--- src/rtl/uart_axil_responder_if.sv ---
// AXI4-Lite channel bundle between the system master and the UART responder (13-bit address, 32-bit data).
// The master modport drives requests, and the slave modport drives ready and response signals.
interface uart_axil_responder_if;
  logic [12:0] uart_axi_awaddr;
  logic        uart_axi_awvalid;
  logic        uart_axi_awready;
  logic [31:0] uart_axi_wdata;
  logic [3:0]  uart_axi_wstrb;
  logic        uart_axi_wvalid;
  logic        uart_axi_wready;
  logic [1:0]  uart_axi_bresp;
  logic        uart_axi_bvalid;
  logic        uart_axi_bready;
  logic [12:0] uart_axi_araddr;
  logic        uart_axi_arvalid;
  logic        uart_axi_arready;
  logic [31:0] uart_axi_rdata;
  logic [1:0]  uart_axi_rresp;
  logic        uart_axi_rvalid;
  logic        uart_axi_rready;

  modport master (
    output uart_axi_awaddr, uart_axi_awvalid, uart_axi_wdata, uart_axi_wstrb, uart_axi_wvalid,
           uart_axi_bready, uart_axi_araddr, uart_axi_arvalid, uart_axi_rready,
    input  uart_axi_awready, uart_axi_wready, uart_axi_bresp, uart_axi_bvalid,
           uart_axi_arready, uart_axi_rdata, uart_axi_rresp, uart_axi_rvalid
  );

  modport slave (
    input  uart_axi_awaddr, uart_axi_awvalid, uart_axi_wdata, uart_axi_wstrb, uart_axi_wvalid,
           uart_axi_bready, uart_axi_araddr, uart_axi_arvalid, uart_axi_rready,
    output uart_axi_awready, uart_axi_wready, uart_axi_bresp, uart_axi_bvalid,
           uart_axi_arready, uart_axi_rdata, uart_axi_rresp, uart_axi_rvalid
  );
endinterface

--- src/rtl/uart_axil_responder.sv ---
// AXI4-Lite UART register block with TX/RX byte FIFOs; optional internal loopback under UART_AXIL_LOOPBACK_EN.
// B/R respond one cycle after accept with one outstanding each; TX waits on tx_ready, RX drops bytes when full.

// Byte FIFO with flush: a push to a full FIFO is dropped, a pop from an empty FIFO is ignored, and flush overrides both.
// The head byte is read straight from registered storage, so it is valid in the cycle after the push.
module uart_axil_byte_fifo #(
  parameter int DEPTH = 16,
  parameter int CNT_W = $clog2(DEPTH) + 1
) (
  input  logic             clk,
  input  logic             rst_n,
  input  logic             push,
  input  logic [7:0]       push_dat,
  input  logic             pop,
  input  logic             flush,
  output logic [7:0]       head_dat,
  output logic [CNT_W-1:0] count,
  output logic             full,
  output logic             empty
);
  localparam int PTR_W = $clog2(DEPTH);

  logic [7:0]       mem [DEPTH];
  logic [PTR_W-1:0] wr_ptr;
  logic [PTR_W-1:0] rd_ptr;
  logic             push_ok;
  logic             pop_ok;

  assign full     = (count == CNT_W'(DEPTH));
  assign empty    = (count == '0);
  assign push_ok  = push & ~full;
  assign pop_ok   = pop & ~empty;
  assign head_dat = mem[rd_ptr];

  always_ff @(posedge clk or negedge rst_n) begin
    if (!rst_n) begin
      wr_ptr <= '0;
      rd_ptr <= '0;
      count  <= '0;
      for (int i = 0; i < DEPTH; i++) mem[i] <= '0;
    end else if (flush) begin
      wr_ptr <= '0;
      rd_ptr <= '0;
      count  <= '0;
    end else begin
      if (push_ok) begin
        mem[wr_ptr] <= push_dat;
        wr_ptr      <= wr_ptr + PTR_W'(1);
      end
      if (pop_ok) rd_ptr <= rd_ptr + PTR_W'(1);
      count <= count + CNT_W'(push_ok) - CNT_W'(pop_ok);
    end
  end
endmodule

module uart_axil_responder #(
  parameter int FIFO_DEPTH = 16,
  parameter int CNT_W      = $clog2(FIFO_DEPTH) + 1
) (
  input  logic                  chipset_clk,
  input  logic                  chipset_rst_n,
  uart_axil_responder_if.slave  axi,
  output logic [7:0]            tx_data,
  output logic                  tx_valid,
  input  logic                  tx_ready,
  input  logic [7:0]            rx_data,
  input  logic                  rx_valid,
  output logic                  uart_irq
);
  localparam logic [10:0] A_RXDATA = 11'h000;
  localparam logic [10:0] A_TXDATA = 11'h001;
  localparam logic [10:0] A_STATUS = 11'h002;
  localparam logic [10:0] A_CTRL   = 11'h003;

  logic             run_q;
  logic             bvalid_q, rvalid_q;
  logic [1:0]       bresp_q, rresp_q;
  logic [31:0]      rdata_q;
  logic             rx_irq_en_q, txe_irq_en_q;
  logic             tx_ovf_q, rx_ovr_q;
  logic             irq_q;

  logic [10:0]      waddr, raddr;
  logic             wr_hs, rd_hs;
  logic             ctrl_wr, tx_wr;
  logic             tx_flush, rx_flush, sticky_clr;
  logic             tx_ovf_set, rx_ovr_set;
  logic             wr_err;
  logic             lb_rd;

  logic             tx_push, tx_pop, tx_full, tx_empty;
  logic [7:0]       tx_head;
  logic [CNT_W-1:0] tx_count;
  logic             rx_push, rx_pop, rx_full, rx_empty;
  logic [7:0]       rx_push_dat, rx_head;
  logic [CNT_W-1:0] rx_count;

  logic [31:0]      status;
  logic [31:0]      rd_dat_c;
  logic             rd_err_c;

  logic             unused_ok;
  assign unused_ok = ^{axi.uart_axi_awaddr[1:0], axi.uart_axi_araddr[1:0],
                       axi.uart_axi_wdata[31:8], axi.uart_axi_wstrb[3:1]};

  // run_q keeps every ready low while reset is asserted and for the first cycle after release.
  assign waddr = axi.uart_axi_awaddr[12:2];
  assign raddr = axi.uart_axi_araddr[12:2];
  assign wr_hs = run_q & axi.uart_axi_awvalid & axi.uart_axi_wvalid & ~bvalid_q;
  assign rd_hs = axi.uart_axi_arvalid & axi.uart_axi_arready;

  assign axi.uart_axi_awready = wr_hs;
  assign axi.uart_axi_wready  = wr_hs;
  assign axi.uart_axi_arready = run_q & ~rvalid_q;
  assign axi.uart_axi_bvalid  = bvalid_q;
  assign axi.uart_axi_bresp   = bresp_q;
  assign axi.uart_axi_rvalid  = rvalid_q;
  assign axi.uart_axi_rresp   = rresp_q;
  assign axi.uart_axi_rdata   = rdata_q;
  assign uart_irq             = irq_q;
  assign tx_data              = tx_head;

  assign ctrl_wr    = wr_hs & (waddr == A_CTRL) & axi.uart_axi_wstrb[0];
  assign tx_wr      = wr_hs & (waddr == A_TXDATA) & axi.uart_axi_wstrb[0];
  assign tx_flush   = ctrl_wr & axi.uart_axi_wdata[2];
  assign rx_flush   = ctrl_wr & axi.uart_axi_wdata[3];
  assign sticky_clr = ctrl_wr & axi.uart_axi_wdata[4];
  assign tx_push    = tx_wr;

  assign tx_ovf_set = tx_wr & tx_full & ~tx_flush;
  assign rx_ovr_set = rx_push & rx_full & ~rx_flush;

`ifdef UART_AXIL_LOOPBACK_EN
  logic lb_q;
  logic lb_move;

  // In loopback the TX head moves into RX whenever RX has room, so RX cannot overrun.
  assign lb_move     = lb_q & ~tx_empty & ~rx_full;
  assign tx_valid    = ~tx_empty & ~lb_q;
  assign tx_pop      = lb_move | (tx_valid & tx_ready);
  assign rx_push     = lb_q ? lb_move : rx_valid;
  assign rx_push_dat = lb_q ? tx_head : rx_data;
  assign lb_rd       = lb_q;

  always_ff @(posedge chipset_clk or negedge chipset_rst_n) begin
    if (!chipset_rst_n)  lb_q <= 1'b0;
    else if (ctrl_wr)    lb_q <= axi.uart_axi_wdata[5];
  end
`else
  assign tx_valid    = ~tx_empty;
  assign tx_pop      = tx_valid & tx_ready;
  assign rx_push     = rx_valid;
  assign rx_push_dat = rx_data;
  assign lb_rd       = 1'b0;
`endif

  uart_axil_byte_fifo #(.DEPTH(FIFO_DEPTH), .CNT_W(CNT_W)) u_tx_fifo (
    .clk(chipset_clk), .rst_n(chipset_rst_n),
    .push(tx_push), .push_dat(axi.uart_axi_wdata[7:0]), .pop(tx_pop), .flush(tx_flush),
    .head_dat(tx_head), .count(tx_count), .full(tx_full), .empty(tx_empty)
  );

  uart_axil_byte_fifo #(.DEPTH(FIFO_DEPTH), .CNT_W(CNT_W)) u_rx_fifo (
    .clk(chipset_clk), .rst_n(chipset_rst_n),
    .push(rx_push), .push_dat(rx_push_dat), .pop(rx_pop), .flush(rx_flush),
    .head_dat(rx_head), .count(rx_count), .full(rx_full), .empty(rx_empty)
  );

  assign status = {8'd0, 8'(tx_count), 8'(rx_count), 2'b00,
                   rx_ovr_q, tx_ovf_q, tx_full, tx_empty, rx_full, ~rx_empty};

  always_comb begin
    wr_err = 1'b1;
    case (waddr)
      A_TXDATA: wr_err = axi.uart_axi_wstrb[0] & tx_full;
      A_CTRL:   wr_err = 1'b0;
      default:  wr_err = 1'b1;
    endcase
  end

  // An RXDATA read pops only when it is accepted and the FIFO holds a byte.
  always_comb begin
    rd_dat_c = '0;
    rd_err_c = 1'b0;
    rx_pop   = 1'b0;
    case (raddr)
      A_RXDATA: begin
        if (!rx_empty) begin
          rx_pop   = rd_hs;
          rd_dat_c = {1'b1, 23'd0, rx_head};
        end
      end
      A_STATUS: rd_dat_c = status;
      A_CTRL:   rd_dat_c = {26'd0, lb_rd, 3'b000, txe_irq_en_q, rx_irq_en_q};
      default:  rd_err_c = 1'b1;
    endcase
  end

  always_ff @(posedge chipset_clk or negedge chipset_rst_n) begin
    if (!chipset_rst_n) begin
      run_q        <= 1'b0;
      bvalid_q     <= 1'b0;
      bresp_q      <= 2'b00;
      rvalid_q     <= 1'b0;
      rresp_q      <= 2'b00;
      rdata_q      <= '0;
      rx_irq_en_q  <= 1'b0;
      txe_irq_en_q <= 1'b0;
      tx_ovf_q     <= 1'b0;
      rx_ovr_q     <= 1'b0;
      irq_q        <= 1'b0;
    end else begin
      run_q <= 1'b1;

      if (wr_hs) begin
        bvalid_q <= 1'b1;
        bresp_q  <= wr_err ? 2'b10 : 2'b00;
      end else if (axi.uart_axi_bready) begin
        bvalid_q <= 1'b0;
      end

      if (rd_hs) begin
        rvalid_q <= 1'b1;
        rdata_q  <= rd_dat_c;
        rresp_q  <= rd_err_c ? 2'b10 : 2'b00;
      end else if (axi.uart_axi_rready) begin
        rvalid_q <= 1'b0;
      end

      if (ctrl_wr) begin
        rx_irq_en_q  <= axi.uart_axi_wdata[0];
        txe_irq_en_q <= axi.uart_axi_wdata[1];
      end

      // A clear wins over a set in the same cycle.
      if (sticky_clr) begin
        tx_ovf_q <= 1'b0;
        rx_ovr_q <= 1'b0;
      end else begin
        if (tx_ovf_set) tx_ovf_q <= 1'b1;
        if (rx_ovr_set) rx_ovr_q <= 1'b1;
      end

      irq_q <= (rx_irq_en_q & (~rx_empty | rx_ovr_q)) | (txe_irq_en_q & tx_empty);
    end
  end
endmodule

--- src/flat_wrapper.sv ---
// flat-port wrapper written by rule: the top's interface ports become plain ports
module uart_axil_responder_flat 
#(
  parameter int FIFO_DEPTH = 16,
  parameter int CNT_W      = $clog2(FIFO_DEPTH) + 1
)
  (chipset_clk, chipset_rst_n, tx_data, tx_valid, tx_ready, rx_data, rx_valid, uart_irq, axi_uart_axi_awaddr, axi_uart_axi_awvalid, axi_uart_axi_wdata, axi_uart_axi_wstrb, axi_uart_axi_wvalid, axi_uart_axi_bready, axi_uart_axi_araddr, axi_uart_axi_arvalid, axi_uart_axi_rready, axi_uart_axi_awready, axi_uart_axi_wready, axi_uart_axi_bresp, axi_uart_axi_bvalid, axi_uart_axi_arready, axi_uart_axi_rdata, axi_uart_axi_rresp, axi_uart_axi_rvalid);
  uart_axil_responder_if axi_i ();
  input  logic chipset_clk;
  input  logic chipset_rst_n;
  output logic [7:0] tx_data;
  output logic tx_valid;
  input  logic tx_ready;
  input  logic [7:0] rx_data;
  input  logic rx_valid;
  output logic uart_irq;
  input wire logic [$bits(axi_i.uart_axi_awaddr)-1:0] axi_uart_axi_awaddr;
  input wire logic [$bits(axi_i.uart_axi_awvalid)-1:0] axi_uart_axi_awvalid;
  input wire logic [$bits(axi_i.uart_axi_wdata)-1:0] axi_uart_axi_wdata;
  input wire logic [$bits(axi_i.uart_axi_wstrb)-1:0] axi_uart_axi_wstrb;
  input wire logic [$bits(axi_i.uart_axi_wvalid)-1:0] axi_uart_axi_wvalid;
  input wire logic [$bits(axi_i.uart_axi_bready)-1:0] axi_uart_axi_bready;
  input wire logic [$bits(axi_i.uart_axi_araddr)-1:0] axi_uart_axi_araddr;
  input wire logic [$bits(axi_i.uart_axi_arvalid)-1:0] axi_uart_axi_arvalid;
  input wire logic [$bits(axi_i.uart_axi_rready)-1:0] axi_uart_axi_rready;
  output wire logic [$bits(axi_i.uart_axi_awready)-1:0] axi_uart_axi_awready;
  output wire logic [$bits(axi_i.uart_axi_wready)-1:0] axi_uart_axi_wready;
  output wire logic [$bits(axi_i.uart_axi_bresp)-1:0] axi_uart_axi_bresp;
  output wire logic [$bits(axi_i.uart_axi_bvalid)-1:0] axi_uart_axi_bvalid;
  output wire logic [$bits(axi_i.uart_axi_arready)-1:0] axi_uart_axi_arready;
  output wire logic [$bits(axi_i.uart_axi_rdata)-1:0] axi_uart_axi_rdata;
  output wire logic [$bits(axi_i.uart_axi_rresp)-1:0] axi_uart_axi_rresp;
  output wire logic [$bits(axi_i.uart_axi_rvalid)-1:0] axi_uart_axi_rvalid;
  assign axi_i.uart_axi_awaddr = axi_uart_axi_awaddr;
  assign axi_i.uart_axi_awvalid = axi_uart_axi_awvalid;
  assign axi_i.uart_axi_wdata = axi_uart_axi_wdata;
  assign axi_i.uart_axi_wstrb = axi_uart_axi_wstrb;
  assign axi_i.uart_axi_wvalid = axi_uart_axi_wvalid;
  assign axi_i.uart_axi_bready = axi_uart_axi_bready;
  assign axi_i.uart_axi_araddr = axi_uart_axi_araddr;
  assign axi_i.uart_axi_arvalid = axi_uart_axi_arvalid;
  assign axi_i.uart_axi_rready = axi_uart_axi_rready;
  assign axi_uart_axi_awready = axi_i.uart_axi_awready;
  assign axi_uart_axi_wready = axi_i.uart_axi_wready;
  assign axi_uart_axi_bresp = axi_i.uart_axi_bresp;
  assign axi_uart_axi_bvalid = axi_i.uart_axi_bvalid;
  assign axi_uart_axi_arready = axi_i.uart_axi_arready;
  assign axi_uart_axi_rdata = axi_i.uart_axi_rdata;
  assign axi_uart_axi_rresp = axi_i.uart_axi_rresp;
  assign axi_uart_axi_rvalid = axi_i.uart_axi_rvalid;
  uart_axil_responder #(.FIFO_DEPTH(FIFO_DEPTH), .CNT_W(CNT_W)) u_core (.chipset_clk(chipset_clk), .chipset_rst_n(chipset_rst_n), .axi(axi_i), .tx_data(tx_data), .tx_valid(tx_valid), .tx_ready(tx_ready), .rx_data(rx_data), .rx_valid(rx_valid), .uart_irq(uart_irq));
endmodule
--- config.mk ---
export PLATFORM = sky130hd
export DESIGN_NAME = uart_axil_responder_flat
export DESIGN_NICKNAME = d
export VERILOG_FILES = /design/src/rtl/uart_axil_responder_if.sv /design/src/rtl/uart_axil_responder.sv /design/src/flat_wrapper.sv
export SDC_FILE = /design/constraint.sdc
export NUM_CORES = 1
export LEC_CHECK = 0
export ABC_AREA = 1
export ABC_CLOCK_PERIOD_IN_PS = 3440
export CORE_ASPECT_RATIO = 1.5
export CORE_MARGIN = 2
export CORE_UTILIZATION = 25
export CTS_CLUSTER_SIZE = 30
export DETAILED_ROUTE_END_ITERATION = 7
export PLACE_DENSITY = 0.51
export SYNTH_ARGS = -nofsm -noshare
export SYNTH_HDL_FRONTEND = slang
export SYNTH_SLANG_ARGS = --single-unit
--- constraint.sdc ---
create_clock -name chipset_clk -period 3.44 [get_ports chipset_clk]
set_clock_uncertainty 0.1 [all_clocks]
set_input_delay 0.344 -clock chipset_clk [delete_from_list [all_inputs] [get_ports chipset_clk]]
set_output_delay 0.344 -clock chipset_clk [all_outputs]
set_load 0.01 [all_outputs]
Word-level counts from Yosys, hierarchy flattened
Cells that the tools add are included.
W data, S select, Z words.
{"block": "word_totals", "regBits": 326, "latch_bits": 0, "ramBits": 0, "rom_bits": 0, "inputBits": 79, "output_inout_bits": 51, "elab_cells": 160, "mem_count": 0}
{"block": "classes", "addsub": 8, "n_mul": 0, "div": 0, "n_lt_le_gt_ge": 6, "n_eq_ne": 6, "shifts": 0, "mux": 37, "n_bitwise": 38, "reduce_logical": 16}
{"op": "$bwmux W128", "count": 2}
{"op": "$pmux W32 S3", "count": 1}
{"op": "$bmux W8 S4", "count": 2}
{"op": "$demux W8 S4", "count": 2}
{"op": "$mux W8", "count": 6}
{"op": "$eq A11 B2 Y1 const B", "count": 3}
{"op": "$mux W32", "count": 1}
{"op": "$mux W4", "count": 8}
{"op": "$and A1 B1 Y1", "count": 24}
{"op": "$ge A5 B5 Y1 const B", "count": 4}
{"op": "$not A4 Y5", "count": 4}
{"op": "$add A4 B1 Y4 const B", "count": 4}
{"op": "$reduce_bool A2 Y1", "count": 8}
{"op": "$eq A11 B1 Y1 const B", "count": 1}
{"op": "$logic_not A11 Y1", "count": 1}
{"op": "$add A5 B1 Y5", "count": 2}
{"op": "$eq A5 B5 Y1 const B", "count": 2}
{"op": "$logic_not A5 Y1", "count": 2}
{"op": "$lt A5 B1 Y1 const B", "count": 2}
{"op": "$mux W1", "count": 10}
{"op": "$mux W5", "count": 2}
{"op": "$sub A5 B1 Y5", "count": 2}
{"op": "$not A1 Y1", "count": 8}
{"op": "$mux W2", "count": 2}
{"op": "other kinds (5)", "count": 8}

Depth between registers and ports, before layout
{"block": "depth", "depth_word": 10, "depth_mapped": 16, "depth_no_buf": 16}

Hierarchy
A second synthesis with hierarchy kept.
{"block": "hier_totals", "cells_unflattened": 2295, "area_unflattened_um2": 16513.3}
{"mod": "uart_axil_byte_fifo (u_core.u_rx_fifo)", "n_inst": 1, "cells_each": 1040, "area_per_inst_um2": 7427.1, "seq_area_each_um2": 3528.4}
{"mod": "uart_axil_byte_fifo (u_core.u_tx_fifo)", "n_inst": 1, "cells_each": 1040, "area_per_inst_um2": 7420.9, "seq_area_each_um2": 3528.4}
{"mod": "uart_axil_responder", "n_inst": 1, "cells_each": 215, "area_per_inst_um2": 1665.3, "seq_area_each_um2": 725.7}

Least setup slack after synthesis
No wires, ideal clock.
{"block": "synth_path", "kind": "register -> register", "startpoint": "register u_core.bvalid_q (netlist: u_core.axi.uart_axi_bvalid)", "endpoint": "register u_core.u_tx_fifo.count[4]", "setup_ns": 0.114, "arrival_ns": 2.623, "path_slack_ns": 0.603, "stages_incl_launch_ff": 16, "synth_period_minus_slack_ns": 2.837, "path_cell_list": "dfrtp_1 nor2_4 nand2_2 nor3b_1 nand2_1 ha_1 inv_1 ha_1 inv_1 fa_1 or2_2 nand2_1 a21oi_1 xor2_1 nand2_1 inv_1"}
{"block": "synth_between", "elab_chain_cells": 8, "word_cells_on_any_way": 11}
{"element": "start, declared", "line_no": "uart_axil_responder.sv:76", "source": "logic bvalid_q, rvalid_q;"}
{"element": "start signal, assigned", "line_no": "uart_axil_responder.sv:202", "source": "bvalid_q <= 1'b0;"}
{"element": "start signal, assigned", "line_no": "uart_axil_responder.sv:216", "source": "bvalid_q <= 1'b1;"}
{"element": "start signal, assigned", "line_no": "uart_axil_responder.sv:219", "source": "bvalid_q <= 1'b0;"}
{"element": "$not A1 Y1 (*)", "line_no": "uart_axil_responder.sv:109", "source": "assign wr_hs = run_q & axi.uart_axi_awvalid & axi.uart_axi_wvalid & ~bvalid_q;"}
{"element": "$and A1 B1 Y1 (*)", "line_no": "uart_axil_responder.sv:109"}
{"element": "net axi_uart_axi_awready", "line_no": "flat_wrapper.sv:26", "source": "output wire logic [$bits(axi_i.uart_axi_awready)-1:0] axi_uart_axi_awready;"}
{"element": "$and A1 B1 Y1 (2 in a row)", "line_no": "uart_axil_responder.sv:124", "source": "assign tx_wr = wr_hs & (waddr == A_TXDATA) & axi.uart_axi_wstrb[0];"}
{"element": "$and A1 B1 Y1", "line_no": "uart_axil_responder.sv:31", "source": "assign push_ok = push & ~full;"}
{"element": "$add A5 B1 Y5", "line_no": "uart_axil_responder.sv:51", "source": "count <= count + CNT_W'(push_ok) - CNT_W'(pop_ok);"}
{"element": "$sub A5 B1 Y5", "line_no": "uart_axil_responder.sv:51"}
{"element": "$mux W5 (*)", "line_no": "uart_axil_responder.sv:41", "source": "end else if (flush) begin"}
{"element": "end signal, assigned", "line_no": "uart_axil_responder.sv:51"}
{"element": "end, declared", "line_no": "uart_axil_responder.sv:17", "source": "output logic [CNT_W-1:0] count,"}
Mark *: on every way through the listed nets, which the timed path passes. The rest lies on a longest branch.
A chain may end at the register's enable or synchronous reset.

Worst setup path in the final report
{"block": "layout_path", "startpoint": "register u_core.u_tx_fifo.rd_ptr[1]", "endpoint": "output tx_data[7]"}
{"block": "layout_between", "elab_chain_cells": 4}
{"element": "start, declared", "line_no": "uart_axil_responder.sv:25", "source": "logic [PTR_W-1:0] rd_ptr;"}
{"element": "start signal, assigned", "line_no": "uart_axil_responder.sv:50", "source": "if (pop_ok) rd_ptr <= rd_ptr + PTR_W'(1);"}
{"element": "$not A4 Y5 (not written as such)", "line_no": "uart_axil_responder.sv:33", "source": "assign head_dat = mem[rd_ptr];"}
{"element": "$bmux W8 S4", "line_no": "uart_axil_responder.sv:33"}
{"element": "$mux W8 (not written as such) (2 in a row)", "line_no": "uart_axil_responder.sv:33"}
{"element": "end, declared", "line_no": "flat_wrapper.sv:11", "source": "output logic [7:0] tx_data;"}
Every way passes these cells. The select of a mux whose other input is x is not followed.

==> metrics.txt <==
worst rel slew slack 30.11%; unrepaired setup endpoints after global routing no; drt pass-1 iters 5; Max FO, Critical Path 17; cell count after synthesis 2006; Layout area overhead 18.58%; DRT iter0 DRCs 1057; first-pass GRT wire length 81200 um; worst hold path type input pin to flop; status complete, no violations; register bit total from synthesis 311; H-tree Lvls 2; initial antenna violation count 0; Initial Util 25.17%; DIE WIDTH 209.7 um; top_reg_cell synth dfrtp_1; CP delay by family, top buffers and inverters; TritonCTS Buffers 36; Post-DP HPWL 34830 um; GP Congestion 0.8462; WP data required 3.00 ns; Ys Warns 0; clock tree buffer depth 3; die area 65550 um2; IO Port Bufs 83; leakage power 9.420 nW; PwrDens 669.8 nW/um2; peak per-stage delay on the critical path 0.50 ns; Max-cap violations 0; Net Sw Power 4.508 mW; Vert. Die Dim 312.6 um; vias in the first global route 14.02k; Slew @ Worst Pin 1.045 ns; WP buf/inv 3; Seq pwr share 40.0%; drt total wl 51280 um; Synth cell types 42; clock power share 30.4%; CP endpoint kind primary output; GR Util All Layers 15.86%; Root Buffer clkbuf_16; ys async rst share 100.0%; clock slew at reported path FFs 0.06 ns; total number of vias 13.74k; WP data arrival 2.81 ns; antenna viol nets, final 0; CTS tree yes; Netlist Area Pre-Place 15870 um2; Hold Vio Cnt, Final 0; CP Class flop to primary output; final count of pins violating max slew 0; detailed-route wire length per cell 17.65 um; sequential area share after synthesis 49.04%; nets 2176; fillers 6752; highest-delay cell along the critical path clkdlybuf4s50_1; Int Pwr 8.097 mW; boundary pin count 130; Fmax achieved 307.7 MHz; layout cells sized above 1 7.476%; hold slack 0.2465 ns; CTS Sinks 311; antenna cell count 0; post-synthesis area per instance 7.911 um2; Tcrit/Tclk final 94.47%; clk_lat worst skew 0.56 ns; Post-synth EDFFs 0; Sw Share 35.76%; final setup fails 0; Core Area 63060 um2; crit path cell chain inv_1 > buf_4 > o21ai_0 > o211ai_1 > nand2_1 > clkdlybuf4s50_1; final worst path period need 3.250 ns; largest net degree at the start of global routing 111; peak supply drop 0.0002704 V; Avg Vias per Cell 4.730; Logic pwr share 29.5%; Startpoint Class flop; Pwr Total 12.61 mW; Fin Setup TNS 0 ns; grt total ovfl 0; DRC errors left 0; FP Rows 113
[synth_stat cells (2+ instances only)]
cell type | number | area, um2
clkinv_1 | 2 | 7.510
o31ai_1 | 9 | 67.56
o22ai_1 | 2 | 12.51
inv_2 | 5 | 18.77
fa_1 | 2 | 40.04
dfrtp_1 | 311 | 7782
inv_1 | 130 | 488.0
nand2_4 | 12 | 135.1
nor2_4 | 2 | 22.52
o21ai_1 | 8 | 40.04
buf_2 | 34 | 170.2
mux2i_1 | 33 | 330.3
clkbuf_1 | 47 | 176.4
nand4_1 | 9 | 56.30
nand3_1 | 351 | 1757
nor3b_1 | 2 | 15.01
buf_1 | 15 | 56.30
or2_2 | 4 | 25.02
nand3b_1 | 5 | 37.54
conb_1 | 2 | 7.510
a2bb2oi_1 | 4 | 35.03
a21oi_1 | 42 | 210.2
o211ai_1 | 36 | 270.3
nand2_1 | 688 | 2582
buf_4 | 20 | 150.1
nor3_1 | 5 | 25.02
nand2_2 | 15 | 93.84
xor2_1 | 9 | 78.83
buf_6 | 7 | 78.83
o21ai_0 | 91 | 455.4
nor2_1 | 70 | 262.8
nor2_2 | 3 | 18.77
ha_1 | 22 | 275.3
[worst register-to-register path, delay by kind of cell (launching register included)]
kind | cells | cell delay (ns)
XOR/XNOR | 1 | 0.14
AO/OA/AOI/OAI | 1 | 0.07
flip-flops | 1 | 0.39
AND/OR/NAND/NOR | 5 | 0.79
buffers and inverters | 5 | 0.38
adder cells (fa/ha/maj) | 4 | 0.99
[timing repair]
action / in CTS / in global routing
resized for setup: 0 / 0
hold buffers: 1 / 0
setup endpoints to repair: 0 / 1
setup buffers: 0 / 1
hold endpoints to repair: 102 / 0
[power by group through the flow]
| stage | clock network (mW) | registers [mW] | logic, mW |
|---|---|---|---|
| after global routing | 4.08 | 5.13 | 4.22 |
| after global placement | 0 | 5.09 | 3.63 |
| after detailed placement | 0 | 5.12 | 3.68 |
| after floorplan | 0 | 4.87 | 2.54 |
| final | 3.84 | 5.04 | 3.72 |
| after CTS | 3.94 | 5.07 | 3.69 |
[placed cells by master, fill, tap and decap left out, drive strengths merged, types with 2 or more instances in the layout]
master and instances:
a21oi 42, a2bb2oi 4, buf 56, clkbuf 57, clkdlybuf4s50 82, clkinv 6
clkinvlp 3, conb 16, dfrtp 311, fa 2, ha 22, inv 136
mux2i 33, nand2 715, nand3 352, nand3b 5, nand4 9, nor2 75
nor3 5, nor3b 2, o211ai 36, o21ai 99, o22ai 2, o31ai 9
or2 4, xor2 9
[metrics by stage]
step                cell area [um2]  worst slack (ns)  util (%)  std cells
detailed placement            17630           0.02246     27.95       2838
global route                  18820           0.05857     29.84       2905
floorplan                     15920            0.6033         -       2020
global placement              17630           0.02778     27.95       2838
CTS                           18800           0.07080     29.82       2904
finish                        18820            0.1903     29.84       2905
[layout make-up]
type / count / area, um2 / area share, %
flip-flops and latches: 311 / 7787 / 41.38
multi-input cells: 1448 / 6973 / 37.05
repair buffers: 139 / 1366 / 7.261
clock buffers: 57 / 1111 / 5.904
well taps: 805 / 1007 / 5.352
inverters: 137 / 518.0 / 2.753
clock inverters: 8 / 55.05 / 0.2926
[path summary, 6_finish.rpt]
path,from,end,slack [ns],depth (start not counted)
min reg2reg,u_core.u_tx_fifo.mem[120],u_core.u_tx_fifo.mem[120],0.36,2
min in group asynchronous,chipset_rst_n,u_core.uart_irq,0.37,2
min,axi_uart_axi_rready,u_core.axi.uart_axi_rvalid,0.25,2
max in group asynchronous,chipset_rst_n,u_core.u_rx_fifo.mem[116],1.85,3
max,u_core.u_tx_fifo.rd_ptr[1],tx_data[7],0.19,6
max reg2reg,u_core.u_tx_fifo.count[2],u_core.u_tx_fifo.count[4],0.46,16
[routing by layer]
metal | global-route usage [%] | vias to the layer above | wire [um]
li1 | - | 6629 | -
met1 | 18.27 | 6649 | 19980
met2 | 28.54 | 337 | 26800
met3 | 2.341 | 126 | 1980
met4 | 7.898 | 0 | 2516
met5 | 0 | - | 0
[cell families after synthesis]
kind of cell,count (synthesis),synth area share [%]
AND/OR/NAND/NOR,1168,31.81
flip-flops,311,49.04
buffers and inverters,261,7.348
AO/OA/AOI/OAI,196,7.065
multiplexers,34,2.153
adder cells (fa/ha/maj),24,1.987
XOR/XNOR,10,0.5520
other,2,0.04733
[sequential cells by signal, summed over array words and instances, names as in the netlist, 4 cells and up]
name and flops:
u_core.axi.uart_axi_rdata 19, u_core.u_rx_fifo.count 5, u_core.u_rx_fifo.mem 128, u_core.u_rx_fifo.rd_ptr 4, u_core.u_rx_fifo.wr_ptr 4, u_core.u_tx_fifo.count 5, u_core.u_tx_fifo.mem 128, u_core.u_tx_fifo.rd_ptr 4
u_core.u_tx_fifo.wr_ptr 4
Note: power is estimated with default switching activity, not from simulation.
